[src/rtl/serial_link_pkg.sv]
// Shared definitions for the panel serial links.
// Both link ends take their default frame sizes and divider from here.
package serial_link_pkg;

  typedef enum logic [1:0] {
    IDLE,
    LOW,
    HIGH
  } link_state_e;

  localparam int TPR_FRAME = 40;
  localparam int S_FRAME   = 20;
  localparam int SER_DIV   = 4;

  function automatic int cnt_w(input int n);
    return (n > 1) ? $clog2(n) : 1;
  endfunction

endpackage

[src/rtl/serial_panel_tx_if.sv]
// Host-facing bundle of the panel serial transmitter.
// The master side supplies the frame; the slave side drives the link.
interface serial_panel_tx_if
  import serial_link_pkg::*;
#(
  parameter int FRAME_LENGTH = TPR_FRAME
) ();

  logic [FRAME_LENGTH-1:0] DATA_IN;
  logic                    START;
  logic                    AUTO;
  logic                    BUSY;
  logic                    DONE;
  logic                    SER_CLK;
  logic                    SER_DATA;

  modport master (
    output DATA_IN,
    output START,
    output AUTO,
    input  BUSY,
    input  DONE,
    input  SER_CLK,
    input  SER_DATA
  );

  modport slave (
    input  DATA_IN,
    input  START,
    input  AUTO,
    output BUSY,
    output DONE,
    output SER_CLK,
    output SER_DATA
  );

endinterface

[src/rtl/serial_phase_timer.sv]
// Counts DIV cycles of one serial clock half-period.
// phase_end marks the last cycle of each half-period.
module serial_phase_timer
  import serial_link_pkg::*;
#(
  parameter int DIV = SER_DIV
) (
  input  logic i_clk,
  input  logic i_rst_n,
  input  logic i_en,
  input  logic i_clr,
  output logic o_phase_end
);

  localparam int            CW   = cnt_w(DIV);
  localparam logic [CW-1:0] LAST = CW'(DIV - 1);

  logic [CW-1:0] r_cnt;
  logic          w_last;

  assign w_last = (r_cnt == LAST);

  always_ff @(posedge i_clk or negedge i_rst_n) begin
    if (!i_rst_n) begin
      r_cnt <= '0;
    end else if (i_clr || !i_en || w_last) begin
      r_cnt <= '0;
    end else begin
      r_cnt <= r_cnt + 1'b1;
    end
  end

  assign o_phase_end = i_en & w_last;

endmodule

[src/rtl/serial_panel_tx.sv]
// Panel serial transmitter: shifts a latched frame out LSB first
// as a gated serial clock plus data line.
module serial_panel_tx
  import serial_link_pkg::*;
#(
  parameter int FRAME_LENGTH = TPR_FRAME,
  parameter int DIV          = SER_DIV
) (
  input  logic              CLK,
  input  logic              RST_N,
  serial_panel_tx_if.slave  bus
);

  localparam int            BW       = cnt_w(FRAME_LENGTH);
  localparam logic [BW-1:0] LAST_BIT = BW'(FRAME_LENGTH - 1);

  link_state_e             r_state;
  link_state_e             w_next;
  logic [FRAME_LENGTH-1:0] r_shift;
  logic [BW-1:0]           r_bit;
  logic                    r_done;

  logic w_active;
  logic w_phase_end;
  logic w_last_bit;
  logic w_end;
  logic w_shift;
  logic w_load;

  assign w_active   = (r_state != IDLE);
  assign w_last_bit = (r_bit == LAST_BIT);
  assign w_end      = (r_state == HIGH) && w_phase_end && w_last_bit;
  assign w_shift    = (r_state == HIGH) && w_phase_end && !w_last_bit;
  assign w_load     = ((r_state == IDLE) && bus.START) ||
                      (w_end && bus.AUTO);

  serial_phase_timer #(
    .DIV (DIV)
  ) u_timer (
    .i_clk       (CLK),
    .i_rst_n     (RST_N),
    .i_en        (w_active),
    .i_clr       (w_load),
    .o_phase_end (w_phase_end)
  );

  always_ff @(posedge CLK or negedge RST_N) begin
    if (!RST_N) begin
      r_state <= IDLE;
    end else begin
      r_state <= w_next;
    end
  end

  always_comb begin
    w_next = r_state;
    unique case (r_state)
      IDLE: if (bus.START) w_next = LOW;
      LOW:  if (w_phase_end) w_next = HIGH;
      HIGH: begin
        if (w_phase_end) begin
          if (!w_last_bit || bus.AUTO) w_next = LOW;
          else                         w_next = IDLE;
        end
      end
      default: w_next = IDLE;
    endcase
  end

  // Data only moves when HIGH ends, i.e. on the falling serial edge.
  always_ff @(posedge CLK or negedge RST_N) begin
    if (!RST_N) begin
      r_shift <= '0;
      r_bit   <= '0;
      r_done  <= 1'b0;
    end else begin
      r_done <= w_end;
      if (w_load) begin
        r_shift <= bus.DATA_IN;
        r_bit   <= '0;
      end else if (w_shift) begin
        r_shift <= r_shift >> 1;
        r_bit   <= r_bit + 1'b1;
      end else if (w_end) begin
        r_shift <= '0;
        r_bit   <= '0;
      end
    end
  end

  always_comb begin
    bus.BUSY     = w_active;
    bus.SER_CLK  = (r_state == HIGH);
    bus.SER_DATA = r_shift[0];
    bus.DONE     = r_done;
  end

endmodule

[src/flat_wrapper.sv]
// flat-port wrapper written by rule: the top's interface ports become plain ports
module serial_panel_tx_flat import serial_link_pkg::*;
#(
  parameter int FRAME_LENGTH = TPR_FRAME,
  parameter int DIV          = SER_DIV
)
  (CLK, RST_N, bus_DATA_IN, bus_START, bus_AUTO, bus_BUSY, bus_DONE, bus_SER_CLK, bus_SER_DATA);
  serial_panel_tx_if #(.FRAME_LENGTH(FRAME_LENGTH)) bus_i ();
  input  logic CLK;
  input  logic RST_N;
  input wire logic [$bits(bus_i.DATA_IN)-1:0] bus_DATA_IN;
  input wire logic [$bits(bus_i.START)-1:0] bus_START;
  input wire logic [$bits(bus_i.AUTO)-1:0] bus_AUTO;
  output wire logic [$bits(bus_i.BUSY)-1:0] bus_BUSY;
  output wire logic [$bits(bus_i.DONE)-1:0] bus_DONE;
  output wire logic [$bits(bus_i.SER_CLK)-1:0] bus_SER_CLK;
  output wire logic [$bits(bus_i.SER_DATA)-1:0] bus_SER_DATA;
  assign bus_i.DATA_IN = bus_DATA_IN;
  assign bus_i.START = bus_START;
  assign bus_i.AUTO = bus_AUTO;
  assign bus_BUSY = bus_i.BUSY;
  assign bus_DONE = bus_i.DONE;
  assign bus_SER_CLK = bus_i.SER_CLK;
  assign bus_SER_DATA = bus_i.SER_DATA;
  serial_panel_tx #(.FRAME_LENGTH(FRAME_LENGTH), .DIV(DIV)) u_core (.CLK(CLK), .RST_N(RST_N), .bus(bus_i));
endmodule
[config.mk]
export PLATFORM = sky130hd
export DESIGN_NAME = serial_panel_tx_flat
export DESIGN_NICKNAME = d
export VERILOG_FILES = /design/src/rtl/serial_link_pkg.sv /design/src/rtl/serial_panel_tx_if.sv /design/src/rtl/serial_phase_timer.sv /design/src/rtl/serial_panel_tx.sv /design/src/flat_wrapper.sv
export SDC_FILE = /design/constraint.sdc
export NUM_CORES = 1
export LEC_CHECK = 0
export CORE_UTILIZATION = 46
export CTS_BUF_LIST = sky130_fd_sc_hd__clkbuf_16
export DETAILED_ROUTE_END_ITERATION = 12
export GPL_TIMING_DRIVEN = 0
export HOLD_SLACK_MARGIN = 0.1
export PLACE_DENSITY = 0.84
export SETUP_SLACK_MARGIN = 0.5
export SYNTH_ARGS = -nofsm -noshare
export SYNTH_HDL_FRONTEND = slang
export SYNTH_SLANG_ARGS = --single-unit
[constraint.sdc]
create_clock -name CLK -period 1.55 [get_ports CLK]
set_clock_uncertainty 0.05 [all_clocks]
set_input_delay 0.31 -clock CLK [delete_from_list [all_inputs] [get_ports CLK]]
set_output_delay 0.31 -clock CLK [all_outputs]
set_load 0.03 [all_outputs]
Word level (Yosys, flattened, before mapping)
Cells that the tools add are included.
- bits in registers: 51
- output and inout port bits: 4
- add/sub/neg operators: 2
- eq/ne operators: 7
- muxes and demuxes: 12
- bitwise gates (word level): 1
- reductions and logical operators: 15
- operators with widths (kind ; number):
    $mux 40 ; 3
    $mux 6 ; 3
    $mux 2 ; 4
    $add 6x1->6 const B ; 1
    $eq 6x6->1 const B ; 1
    $pmux 2 s3 ; 1
    $logic_and 1x1->1 ; 5
    $eq 2x2->1 const B ; 2
    $logic_or 1x1->1 ; 4
    $ne 2x1->1 const B ; 2
    $reduce_and 3->1 ; 1
    $reduce_bool 3->1 ; 1
    $add 2x1->2 const B ; 1
    $eq 2x1->1 const B ; 1
    $logic_not 1->1 ; 2
    $logic_not 2->1 ; 1
    $ne 2x2->1 const B ; 1
    $reduce_bool 2->1 ; 1
    $and 1x1->1 ; 1
    $mux 1 ; 1

Logic depth before layout (Yosys ltp)
Gate-level depths: netlist (run 1).
- depth after elaboration: 9
- mapped depth: 7
- mapped depth without buffers: 5

Cells and area by module
From an unflattened synthesis (run 1), not the netlist that was laid out.
- cell total of the unflattened synthesis: 227
- area total of the unflattened synthesis: 2366.0 um^2
- modules (own cells, without submodules) (module ; times used ; cells an instance ; area an instance (um^2) ; sequential area each (um^2)):
    serial_panel_tx ; 1 ; 221 ; 2269.7 ; 1226.2
    serial_phase_timer ; 1 ; 6 ; 96.3 ; 50.0

Worst setup path after synthesis (run 1)
No wires, ideal clock.
- path type: reg-to-reg
- start point: reg u_core.u_timer.r_cnt[0]
- end point: reg u_core.r_shift[10]
- arrival time: 1.382 ns
- data required time: 1.375 ns
- path slack: -0.007 ns
- stages on the path, launching flop included: 7
- buffers on the path: 1
- clock period less this slack: 1.557 ns
- cell sequence: dfrtp_1 > ha_1 > nor4bb_1 > and4_4 > a22oi_4 > buf_6 > o21ai_2
- cells in the longest elaborated chain, start to end: 7
- elaborated cells between the ends (all ways): 10
- RTL lines (item ; line ; text):
    start, declared ; serial_phase_timer.sv:18 ; logic [CW-1:0] r_cnt;
    start signal, assigned ; serial_phase_timer.sv:29 ; r_cnt <= r_cnt + 1'b1;
    $eq 2x2->1 (*) ; serial_phase_timer.sv:21 ; assign w_last = (r_cnt == LAST);
    $and 1x1->1 (*) ; serial_phase_timer.sv:33 ; assign o_phase_end = i_en & w_last;
    $logic_and 1x1->1 (*) (2 in series) ; serial_panel_tx.sv:32 ; assign w_end = (r_state == HIGH) && w_phase_end && w_last_bit;
    via u_core.w_end ; serial_panel_tx.sv:26 ; logic w_end;
    $logic_and 1x1->1 ; serial_panel_tx.sv:35 ; (w_end && bus.AUTO);
    $logic_or 1x1->1 ; serial_panel_tx.sv:34 ; assign w_load = ((r_state == IDLE) && bus.START) ||
    $reduce_bool 3->1 (no line) or $mux 40 (tied branches) ; n/a ;
    end signal, assigned ; serial_panel_tx.sv:79 ; r_shift <= bus.DATA_IN;
    end signal, assigned ; serial_panel_tx.sv:82 ; r_shift <= r_shift >> 1;
    end, declared ; serial_panel_tx.sv:19 ; logic [FRAME_LENGTH-1:0] r_shift;
The timed path passes the listed nets; every way through them passes the cells marked *.
A chain may end at the register's enable or synchronous reset.

Worst setup path in the final report (run 1)
- start point: reg u_core.u_timer.r_cnt[0]
- end point: reg u_core.r_shift[29]
The elaborated chain is that of the path after synthesis.

==> results.py, run 1 <==
metrics = {
    "worst_setup_path": {
        "cp-end-kind": "flip-flop",
        "critPathMaxStageDelay_ns": 0.41,
        "crit_type": "reg2reg",
        "rr_endpoint": "u_core.r_shift[29]$_DFFE_PN0P_",
        "cp.depth": 7,
        "cp_slowest_cell": "dfrtp_1",
        "required_ns": 1.67,
        "path_cells": "ha_4 > nor4bb_4 > and4_4 > a22oi_4 > buf_12 > buf_8 > o21ai_1",
        "rr_startpoint": "u_core.u_timer.r_cnt[0]$_DFF_PN0_",
        "cp-start-kind": "flip-flop",
        "r2r_cells": 7,
        "r2r_setup_slack_ns": -0.12,
        "worstPathArrival_ns": 1.78,
        "crit_buf_inv": 2,
        "cp_max_fo": 10,
        "cp_top_family": "flip-flops",
    },
    "die": {
        "fp.dieW_um": 74.3,
        "start_util": 0.493,
        "rows": 25,
        "core_area_sq_mm": 0.00488,
        "dieArea_sq_mm": 0.00552,
        "io_pins": 48,
        "fp.dieH_um": 74.3,
    },
    "clock_network": {
        "cts_tree": "done",
        "htree_levels": 2,
        "numCtsBuffers": 5,
        "clock_sinks": 51,
        "clockRootBuffer": "clkbuf_16",
        "clk_pin_slew_ns": 0.06,
        "clock_path_buffers": 2,
        "clkLatencyLatePin_ns": 0.28,
    },
    "drt": {
        "wl_met1_um": 2320,
        "vias": 1926,
        "drt-initial-drc-count": 96,
        "vias_per_cell": 5.22,
        "postRouteAntennaNets": 0,
        "dr.pass1.iters": 5,
        "routed.top_layer": "met4",
        "route.met3.wl_um": 154,
        "totalWireLength_um": 5370,
        "drc": 0,
        "dr_wl_met2_um": 2850,
        "wl_per_cell_um": 14.6,
    },
    "yosys": {
        "synth-seq-cells": 51,
        "synth_nets": 269,
        "netlist-cell-type-count": 32,
        "ys_seq_area_frac": 0.531,
        "synth_common_cells": "dfrtp_1 (51), inv_1 (42), a22oi_1 (37), o21ai_1 (28), o21ai_2 (13)",
        "ys_async_sr_fraction": 1.00,
        "yosys.area.top_type": "dfrtp_1",
        "yosysWarnings": 0,
        "synth.most_common_cell": "dfrtp_1",
        "synth_cells": 223,
        "syn_area_per_cell_sq_um": 10.8,
        "synthTopCellsByArea": "dfrtp_1 (53%), a22oi_1 (12%), inv_1 (6.6%), o21ai_1 (5.8%), o21ai_2 (4.7%)",
        "synth_area_sq_mm": 0.00240,
        "synth_top_flop_cell": "dfrtp_1",
        "synth-edff-count": 0,
        "synth_top_cell_area_share": 0.531,
    },
    "place": {
        "portBuffers": 47,
        "dp.cells": 338,
        "gp_congestion": 0.785,
        "dp_hpwl_um": 3300,
    },
    "sta": {
        "setup_ws_ns": -0.119,
        "worstMarginPinSlew_ns": 0.367,
        "hold_viol": 14,
        "rsz0062_at_grt": "true",
        "slew-limit-headroom": 0.755,
        "period_needed_ns": 1.67,
        "setup_viol": 41,
        "holdWs_ns": -0.116,
        "fmax_mhz": 599,
        "tns_ns": -3.90,
        "drv_slew": 0,
        "period_share": 1.08,
    },
    "layout": {
        "drive_above_1_share": 0.364,
        "nets": 347,
        "area_growth_pct": 49.0,
        "stdcell_count": 369,
        "utilization": 0.734,
        "fill_cells": 354,
        "diodes": 0,
    },
    "global_route": {
        "grt_pass1_vias": 1830,
        "antenna_found_initial": 0,
        "grt_pass1_wl_um": 8380,
        "grt_max_degree": 38,
        "overflow": 0,
        "track_usage": 0.200,
    },
    "pwr": {
        "ir_drop_mv": 0.508,
        "p_per_area_mw_per_mm2": 712,
        "leakagePower_uw": 0.00172,
    },
    "outcome": {
        "outcome": "complete, but fails checks",
        "violations": "hold timing, setup timing",
    },
    "flow_run": {
        "maxCapViolCount": 0,
    },
    "hold_path": {
        "hold_class": "in2async",
    },
}
## layout by cell type, fill, tap and decap left out, types with 2 or more instances in the layout
master           Yosys  final
buf_8                0      3
clkbuf_4             0      3
dfrtp_2              0      4
xor2_1               2      2
nor2_1               5      3
buf_12               0      4
a22oi_1             37     32
buf_4                1     16
dfrtp_1             51     47
o21ai_1             28      7
a22o_1               2      2
ha_4                 0      2
clkbuf_16            0      5
nor2_4               0      2
o21ai_2             13     34
a22oi_2              2      7
nand3_1              2      2
nand2_1              4      3
clkdlybuf4s50_1      0     41
a21oi_1              3      2
inv_1               42     41
buf_6                9     14
## flip-flops by register name (all words and copies together) (netlist names)
name and count:
u_core.r_shift 40, u_core.bus.DONE 1, u_core.r_state 2, u_core.u_timer.r_cnt 2, u_core.r_bit 6
## power by group
part	internal (uW)	switching [uW]	leakage (uW)	total (uW)
Clock	590	460	0.0000726	1050
Sequential	1330	0	0.000680	1330
Combinational	106	66.2	0.000969	172
## logic make-up (layout without fill, tap and decap cells)
kind of cell / Yosys count / in the layout / synth area share
AO/OA/AOI/OAI: 89 / 89 / 0.270
XOR/XNOR: 3 / 3 / 0.0109
AND/OR/NAND/NOR: 21 / 21 / 0.0520
multiplexers: 2 / 2 / 0.00884
adder cells (fa/ha/maj): 2 / 2 / 0.0104
flip-flops: 51 / 51 / 0.531
buffers and inverters: 55 / 134 / 0.117
## what timing repair did
action | CTS | global route
pin swaps | 5 | 9
setup buffers | 12 | 9
gates cloned | 1 | 1
endpoints found under the hold margin | 14 | 14
endpoints found under the setup margin | 53 | 55
resized for setup | 43 | 46
## worst reg2reg max path: cells and delay by family (launching register included)
| family | cells | cell delay [ns] |
|---|---|---|
| AOI/OAI and AO/OA | 2 | 0.24 |
| and+or+nand+nor | 2 | 0.36 |
| buffers and inverters | 2 | 0.31 |
| DFF | 1 | 0.41 |
| adders and majority gates | 1 | 0.19 |
## through the flow
step	setup WS, ns	area, sq um	total power (uW)
finish	-0.119	3580	2550
global route	-0.159	3580	2670
CTS	-0.0577	3310	2560
detailed placement	-0.356	3010	1520
global placement	-1.46	2990	1520
floorplan	0.0578	2440	1380
## area by class of cell
cell class              count  area, sq um  area share
multi-input cells         117         1040       0.290
clock inverters             3         16.3     0.00454
clock buffers               5          125      0.0349
flip-flops and latches     51         1280       0.358
repair buffers             71          713       0.199
inverters                  42          160      0.0447
plain buffers              13          164      0.0458
well taps                  67         83.8      0.0234
## routing by layer
metal | vias to the layer above | global-route usage
met1 | 937 | 0.269
met3 | 7 | 0.0407
li1 | 935 | -
met2 | 47 | 0.343
met5 | - | 0
met4 | 0 | 0.0314
## worst max-delay path by stage
stage	start	to	slack, ns
4_1_cts	u_core.u_timer.r_cnt[0]$_DFF_PN0_	u_core.r_shift[8]$_DFFE_PN0P_	-0.06
3_3_place_gp	RST_N	u_core.r_state[0]$_DFFE_PN0P_	-1.46
3_5_place_dp	bus_START	u_core.r_shift[21]$_DFFE_PN0P_	-0.36
2_1_floorplan	u_core.u_timer.r_cnt[0]$_DFF_PN0_	u_core.r_shift[10]$_DFFE_PN0P_	0.06
5_1_grt	u_core.u_timer.r_cnt[0]$_DFF_PN0_	u_core.r_state[0]$_DFFE_PN0P_	-0.16
6_report	u_core.u_timer.r_cnt[0]$_DFF_PN0_	u_core.r_shift[29]$_DFFE_PN0P_	-0.12
(Power assumes the default switching activity.)
==> inputs of run 2 (changes only) <==
--- a/config.mk
+++ b/config.mk
@@ -5,13 +5,14 @@
 export SDC_FILE = /design/constraint.sdc
 export NUM_CORES = 1
 export LEC_CHECK = 0
+export CORE_ASPECT_RATIO = 1.4
 export CORE_UTILIZATION = 46
 export CTS_BUF_LIST = sky130_fd_sc_hd__clkbuf_16
 export DETAILED_ROUTE_END_ITERATION = 12
 export GPL_TIMING_DRIVEN = 0
 export HOLD_SLACK_MARGIN = 0.1
 export PLACE_DENSITY = 0.84
-export SETUP_SLACK_MARGIN = 0.5
+export RECOVER_POWER = 100
 export SYNTH_ARGS = -nofsm -noshare
 export SYNTH_HDL_FRONTEND = slang
 export SYNTH_SLANG_ARGS = --single-unit
==> run 2 against run 1 <==
The run ends with setup timing left. Sequential share of layout area rose by 0.71 points. Critical path depth did not move. Non-clock buffer count fell by 13. Worst hold slack improved by 0.51 ns. Via count fell by 3.1%. Die area barely moved. Global-route usage fell by 0.85 points. First-iteration DRC count fell by 38%. Critical path type unchanged. Largest cell class unchanged.
==> results.py, run 2 (same netlist as run 1, synthesis figures left out) <==
metrics = {
    "layout": {
        "final_cell_mix": "dfrtp_1 (47), inv_1 (42), clkdlybuf4s50_1 (41)",
        "fill_cells": 364,
        "fin_area_sq_mm": 0.00351,
        "nets": 334,
        "diodes": 0,
        "largest_reg_flops": 40,
        "top_register": "u_core.r_shift",
        "final_common_cell": "dfrtp_1",
        "area_growth_pct": 46.0,
        "drive_above_1_share": 0.347,
        "reg.largest.list": "u_core.r_shift (40), u_core.r_bit (6)",
    },
    "drt": {
        "dr.pass1.iters": 4,
        "drc": 0,
        "totalWireLength_um": 5310,
        "drt-initial-drc-count": 60,
        "postRouteAntennaNets": 0,
        "vias": 1867,
        "vias_per_cell": 5.30,
        "wl_per_cell_um": 15.1,
    },
    "clock_network": {
        "clkLatencyLatePin_ns": 0.28,
        "clock_sinks": 51,
        "htree_levels": 2,
        "cts_tree": "done",
        "clk_pin_slew_ns": 0.06,
        "clockRootBuffer": "clkbuf_16",
        "clock_path_buffers": 2,
        "numCtsBuffers": 5,
    },
    "global_route": {
        "grt_pass1_vias": 1869,
        "grt_max_degree": 28,
        "overflow": 0,
        "antenna_found_initial": 0,
        "grt_pass1_wl_um": 8250,
        "track_usage": 0.192,
    },
    "place": {
        "gp_congestion": 0.748,
        "place_area_sq_mm": 0.00297,
        "dp_hpwl_um": 3400,
        "dp_slack_ns": -0.388,
        "portBuffers": 47,
    },
    "die": {
        "core_area_sq_mm": 0.00495,
        "fp.dieH_um": 87.6,
        "dieArea_sq_mm": 0.00552,
        "fp.dieW_um": 63.1,
        "rows": 30,
        "start_util": 0.485,
        "io_pins": 48,
    },
    "sta": {
        "period_needed_ns": 1.64,
        "worstMarginPinSlew_ns": 0.679,
        "setup_viol": 42,
        "holdWs_ns": 0.397,
        "drv_slew": 0,
        "period_share": 1.06,
        "rsz0062_at_grt": "true",
        "fmax_mhz": 610,
        "slew-limit-headroom": 0.547,
        "setup_ws_ns": -0.0898,
        "hold_viol": 0,
    },
    "hold_path": {
        "hold_class": "in2reg",
    },
    "worst_setup_path": {
        "critPathMaxStageDelay_ns": 0.41,
        "cp-end-kind": "flip-flop",
        "path_cells": "ha_4 > nor4bb_4 > and4_4 > a22oi_4 > buf_12 > buf_8 > o21ai_1",
        "required_ns": 1.66,
        "cp-start-kind": "flip-flop",
        "cp_slowest_cell": "dfrtp_1",
        "r2r_setup_slack_ns": -0.09,
        "crit_type": "reg2reg",
        "worstPathArrival_ns": 1.75,
        "cp_max_fo": 10,
    },
    "pwr": {
        "power.total_uw": 2530,
        "p_per_area_mw_per_mm2": 719,
        "leakagePower_uw": 0.00165,
        "ir_drop_mv": 0.593,
    },
    "flow_run": {
        "maxCapViolCount": 0,
    },
    "outcome": {
        "outcome": "complete, but fails checks",
        "violations": "setup timing",
    },
}
run 2: cell types whose count changed in the layout (fill, tap and decap cells not counted), sizes merged:
cell / change
dlygate4sd3: +1
dlygate4sd2: +2
clkbuf: -1
inv: -1
buf: -15
run 2: final cells by class:
| cell class | count | area, sq um | area share |
|---|---|---|---|
| inverter | 42 | 158 | 0.0449 |
| clock inverter | 2 | 8.76 | 0.00249 |
| sequential | 51 | 1280 | 0.365 |
| clock buffer | 5 | 125 | 0.0356 |
| timing repair buffer | 58 | 611 | 0.174 |
| multi-input combinational | 117 | 1070 | 0.306 |
| buffer | 13 | 175 | 0.0499 |
| tap | 64 | 80.1 | 0.0228 |
run 2: worst paths after layout:
| path | from | end | cells past startpoint |
|---|---|---|---|
| hold reg to reg | u_core.u_timer.r_cnt[0]$_DFF_PN0_ | u_core.u_timer.r_cnt[0]$_DFF_PN0_ | 1 |
| min in group asynchronous | RST_N | u_core.r_shift[10]$_DFFE_PN0P_ | 2 |
| hold / removal | bus_START | u_core.r_bit[2]$_DFFE_PN0P_ | 2 |
| setup / recovery | u_core.u_timer.r_cnt[0]$_DFF_PN0_ | u_core.r_shift[21]$_DFFE_PN0P_ | 7 |
| max in group asynchronous | RST_N | u_core.r_state[0]$_DFFE_PN0P_ | 3 |
| setup reg to reg | u_core.u_timer.r_cnt[0]$_DFF_PN0_ | u_core.r_shift[21]$_DFFE_PN0P_ | 7 |
run 2: metrics by stage:
step,cells,TNS [ns],util
2_1_floorplan,223,0,-
3_3_place_gp,334,-78.51,0.597
3_5_place_dp,335,-14.25,0.600
4_1_cts,349,-3.28,0.681
5_1_grt,352,-4.93,0.709
6_report,352,-2.62,0.709
run 2: per-layer routing:
layer | track usage | vias up | share of wire
met5 | 0 | - | 0
met4 | 0.0613 | 0 | 0.016
met3 | 0.0286 | 9 | 0.021
met2 | 0.366 | 34 | 0.58
met1 | 0.218 | 923 | 0.38
li1 | - | 901 | -
run 2: power breakdown:
group | internal [uW] | switching [uW]
logic | 106 | 69.5
registers | 1330 | 0
clock network | 581 | 440
total | 2020 | 509
run 2: what timing repair did:
| action | CTS | global route |
|---|---|---|
| endpoints found under the setup margin | 50 | 46 |
| gates resized for setup | 57 | 27 |
| hold buffers | 1 | 0 |
| pin swaps | 2 | 4 |
| hold endpoints to repair | 26 | 0 |
| gates cloned | 2 | 1 |
| setup buffers | 4 | 2 |
run 2: worst max-delay path: cells and delay by family, from the launching register on:
family,cells,cell delay [ns]
and+or+nand+nor,2,0.34
AOI/OAI and AO/OA,2,0.20
buffers and inverters,2,0.32
adders and majority gates,1,0.19
DFF,1,0.41
==> inputs of run 3 (changes only) <==
--- a/config.mk
+++ b/config.mk
@@ -11,6 +11,7 @@
 export DETAILED_ROUTE_END_ITERATION = 12
 export GPL_TIMING_DRIVEN = 0
 export HOLD_SLACK_MARGIN = 0.1
+export MAX_ROUTING_LAYER = met4
 export PLACE_DENSITY = 0.84
 export RECOVER_POWER = 100
 export SYNTH_ARGS = -nofsm -noshare
==> run 3 against run 2 <==
The run still ends with setup timing left. Register-to-register slack is essentially flat. Critical path depth is the same. Count of clock-buffer cells in the layout is the same. Critical endpoint is now u_core.r_shift[23]$_DFFE_PN0P_. Largest cell class unchanged. Largest power group unchanged. Highest routed layer unchanged.
==> results.py, run 3 (same netlist as run 1, synthesis figures left out) <==
metrics = {
    "die": {
        "start_util": 0.485,
        "io_pins": 48,
        "core_area_sq_mm": 0.00495,
        "dieArea_sq_mm": 0.00552,
        "fp.dieH_um": 87.6,
        "rows": 30,
        "fp.dieW_um": 63.1,
    },
    "flow_run": {
        "maxCapViolCount": 0,
    },
    "layout": {
        "final_common_cell": "dfrtp_1",
        "area_growth_pct": 46.2,
        "final_cell_mix": "dfrtp_1 (47), inv_1 (42), clkdlybuf4s50_1 (41)",
        "utilization": 0.710,
        "diodes": 0,
        "top_register": "u_core.r_shift",
        "drive_above_1_share": 0.341,
        "nets": 336,
        "largest_reg_flops": 40,
        "reg.largest.list": "u_core.r_shift (40), u_core.r_bit (6)",
        "fill_cells": 366,
    },
    "global_route": {
        "grt_max_degree": 28,
        "track_usage": 0.197,
        "antenna_found_initial": 0,
        "grt_pass1_wl_um": 8240,
        "grt_pass1_vias": 1873,
        "overflow": 0,
    },
    "sta": {
        "period_share": 1.06,
        "drv_slew": 0,
        "slew-limit-headroom": 0.546,
        "setup_viol": 41,
        "hold_viol": 0,
        "fmax_mhz": 609,
        "worstMarginPinSlew_ns": 0.681,
        "period_needed_ns": 1.64,
        "tns_ns": -2.66,
        "setup_ws_ns": -0.0923,
        "rsz0062_at_grt": "true",
    },
    "hold_path": {
        "hold_class": "in2reg",
    },
    "place": {
        "dp_slack_ns": -0.388,
        "gp_congestion": 0.757,
        "dp_hpwl_um": 3400,
        "portBuffers": 47,
    },
    "drt": {
        "dr.pass1.iters": 4,
        "drt-initial-drc-count": 90,
        "drc": 0,
        "totalWireLength_um": 5290,
        "wl_per_cell_um": 14.9,
        "vias": 1879,
        "postRouteAntennaNets": 0,
        "vias_per_cell": 5.31,
    },
    "worst_setup_path": {
        "cp_top_family": "flip-flops",
        "worstPathArrival_ns": 1.75,
        "required_ns": 1.66,
        "crit_type": "reg2reg",
        "critPathMaxStageDelay_ns": 0.38,
        "path_common_cell": "buf_6",
        "cp-end-kind": "flip-flop",
        "cp_slowest_cell": "dfrtp_1",
        "path_cells": "ha_4 > mux2i_2 > or2_1 > buf_6 > buf_6 > a22oi_1 > o21ai_2",
        "cp_max_fo": 10,
        "crit_buf_inv": 2,
        "cp-start-kind": "flip-flop",
    },
    "outcome": {
        "violations": "setup timing",
        "outcome": "complete, but fails checks",
    },
    "clock_network": {
        "numCtsBuffers": 5,
        "cts_tree": "done",
        "htree_levels": 2,
        "clockRootBuffer": "clkbuf_16",
        "clkLatencyLatePin_ns": 0.28,
        "clock_path_buffers": 2,
        "clock_sinks": 51,
        "clk_pin_slew_ns": 0.06,
    },
    "pwr": {
        "leakagePower_uw": 0.00167,
        "p_per_area_mw_per_mm2": 719,
        "ir_drop_mv": 0.587,
    },
}
==> run 3: timing repair <==
action / 4_1_cts / 5_1_grt
pin swaps: 2 / 5
gates resized for setup: 57 / 25
hold endpoints to repair: 26 / 0
buffers inserted: 4 / 5
cloned: 2 / 0
endpoints found under the setup margin: 50 / 46
hold buffers: 1 / 0
==> run 3: cell type report <==
| cell class | instances | area (sq um) | area share |
|---|---|---|---|
| plain buffers | 13 | 175 | 0.0498 |
| clock buffers | 5 | 125 | 0.0356 |
| clock inverters | 2 | 8.76 | 0.00249 |
| inverters | 42 | 158 | 0.0448 |
| multi-input cells | 117 | 1070 | 0.304 |
| flip-flops and latches | 51 | 1280 | 0.364 |
| well taps | 64 | 80.1 | 0.0228 |
| repair buffers | 60 | 621 | 0.177 |
==> run 3: worst paths after layout <==
path	startpoint	to	slack [ns]	cells past startpoint
max	u_core.u_timer.r_cnt[0]$_DFF_PN0_	u_core.r_shift[23]$_DFFE_PN0P_	-0.09	7
min	bus_START	u_core.r_bit[2]$_DFFE_PN0P_	0.40	2
max reg2reg	u_core.u_timer.r_cnt[0]$_DFF_PN0_	u_core.r_shift[23]$_DFFE_PN0P_	-0.09	7
min reg2reg	u_core.u_timer.r_cnt[0]$_DFF_PN0_	u_core.u_timer.r_cnt[0]$_DFF_PN0_	0.43	1
max in group asynchronous	RST_N	u_core.r_state[1]$_DFFE_PN0P_	0.32	3
min in group asynchronous	RST_N	u_core.r_shift[10]$_DFFE_PN0P_	0.55	2
==> run 3: power breakdown <==
part | internal [uW] | leakage [uW] | switching (uW)
registers | 1330 | 0.000680 | 0
clock network | 581 | 0.0000671 | 442
logic | 106 | 0.000924 | 69.9
total | 2020 | 0.00167 | 512
==> run 3: stage by stage <==
step	hold slack (ns)	instances	power, uW	cell area [sq um]
6_report	0.399	354	2530	3520
2_1_floorplan	-0.0356	223	1380	2410
4_1_cts	0.390	349	2540	3370
3_5_place_dp	0.309	335	1530	2970
5_1_grt	0.407	354	2620	3520
3_3_place_gp	0.386	334	1520	2960
==> run 3: per-layer routing <==
layer,vias up,wire (um),global-route usage
met3,9,129,0.0286
li1,907,-,-
met2,40,2990,0.367
met5,-,0,-
met4,0,100,0.0613
met1,923,2070,0.215
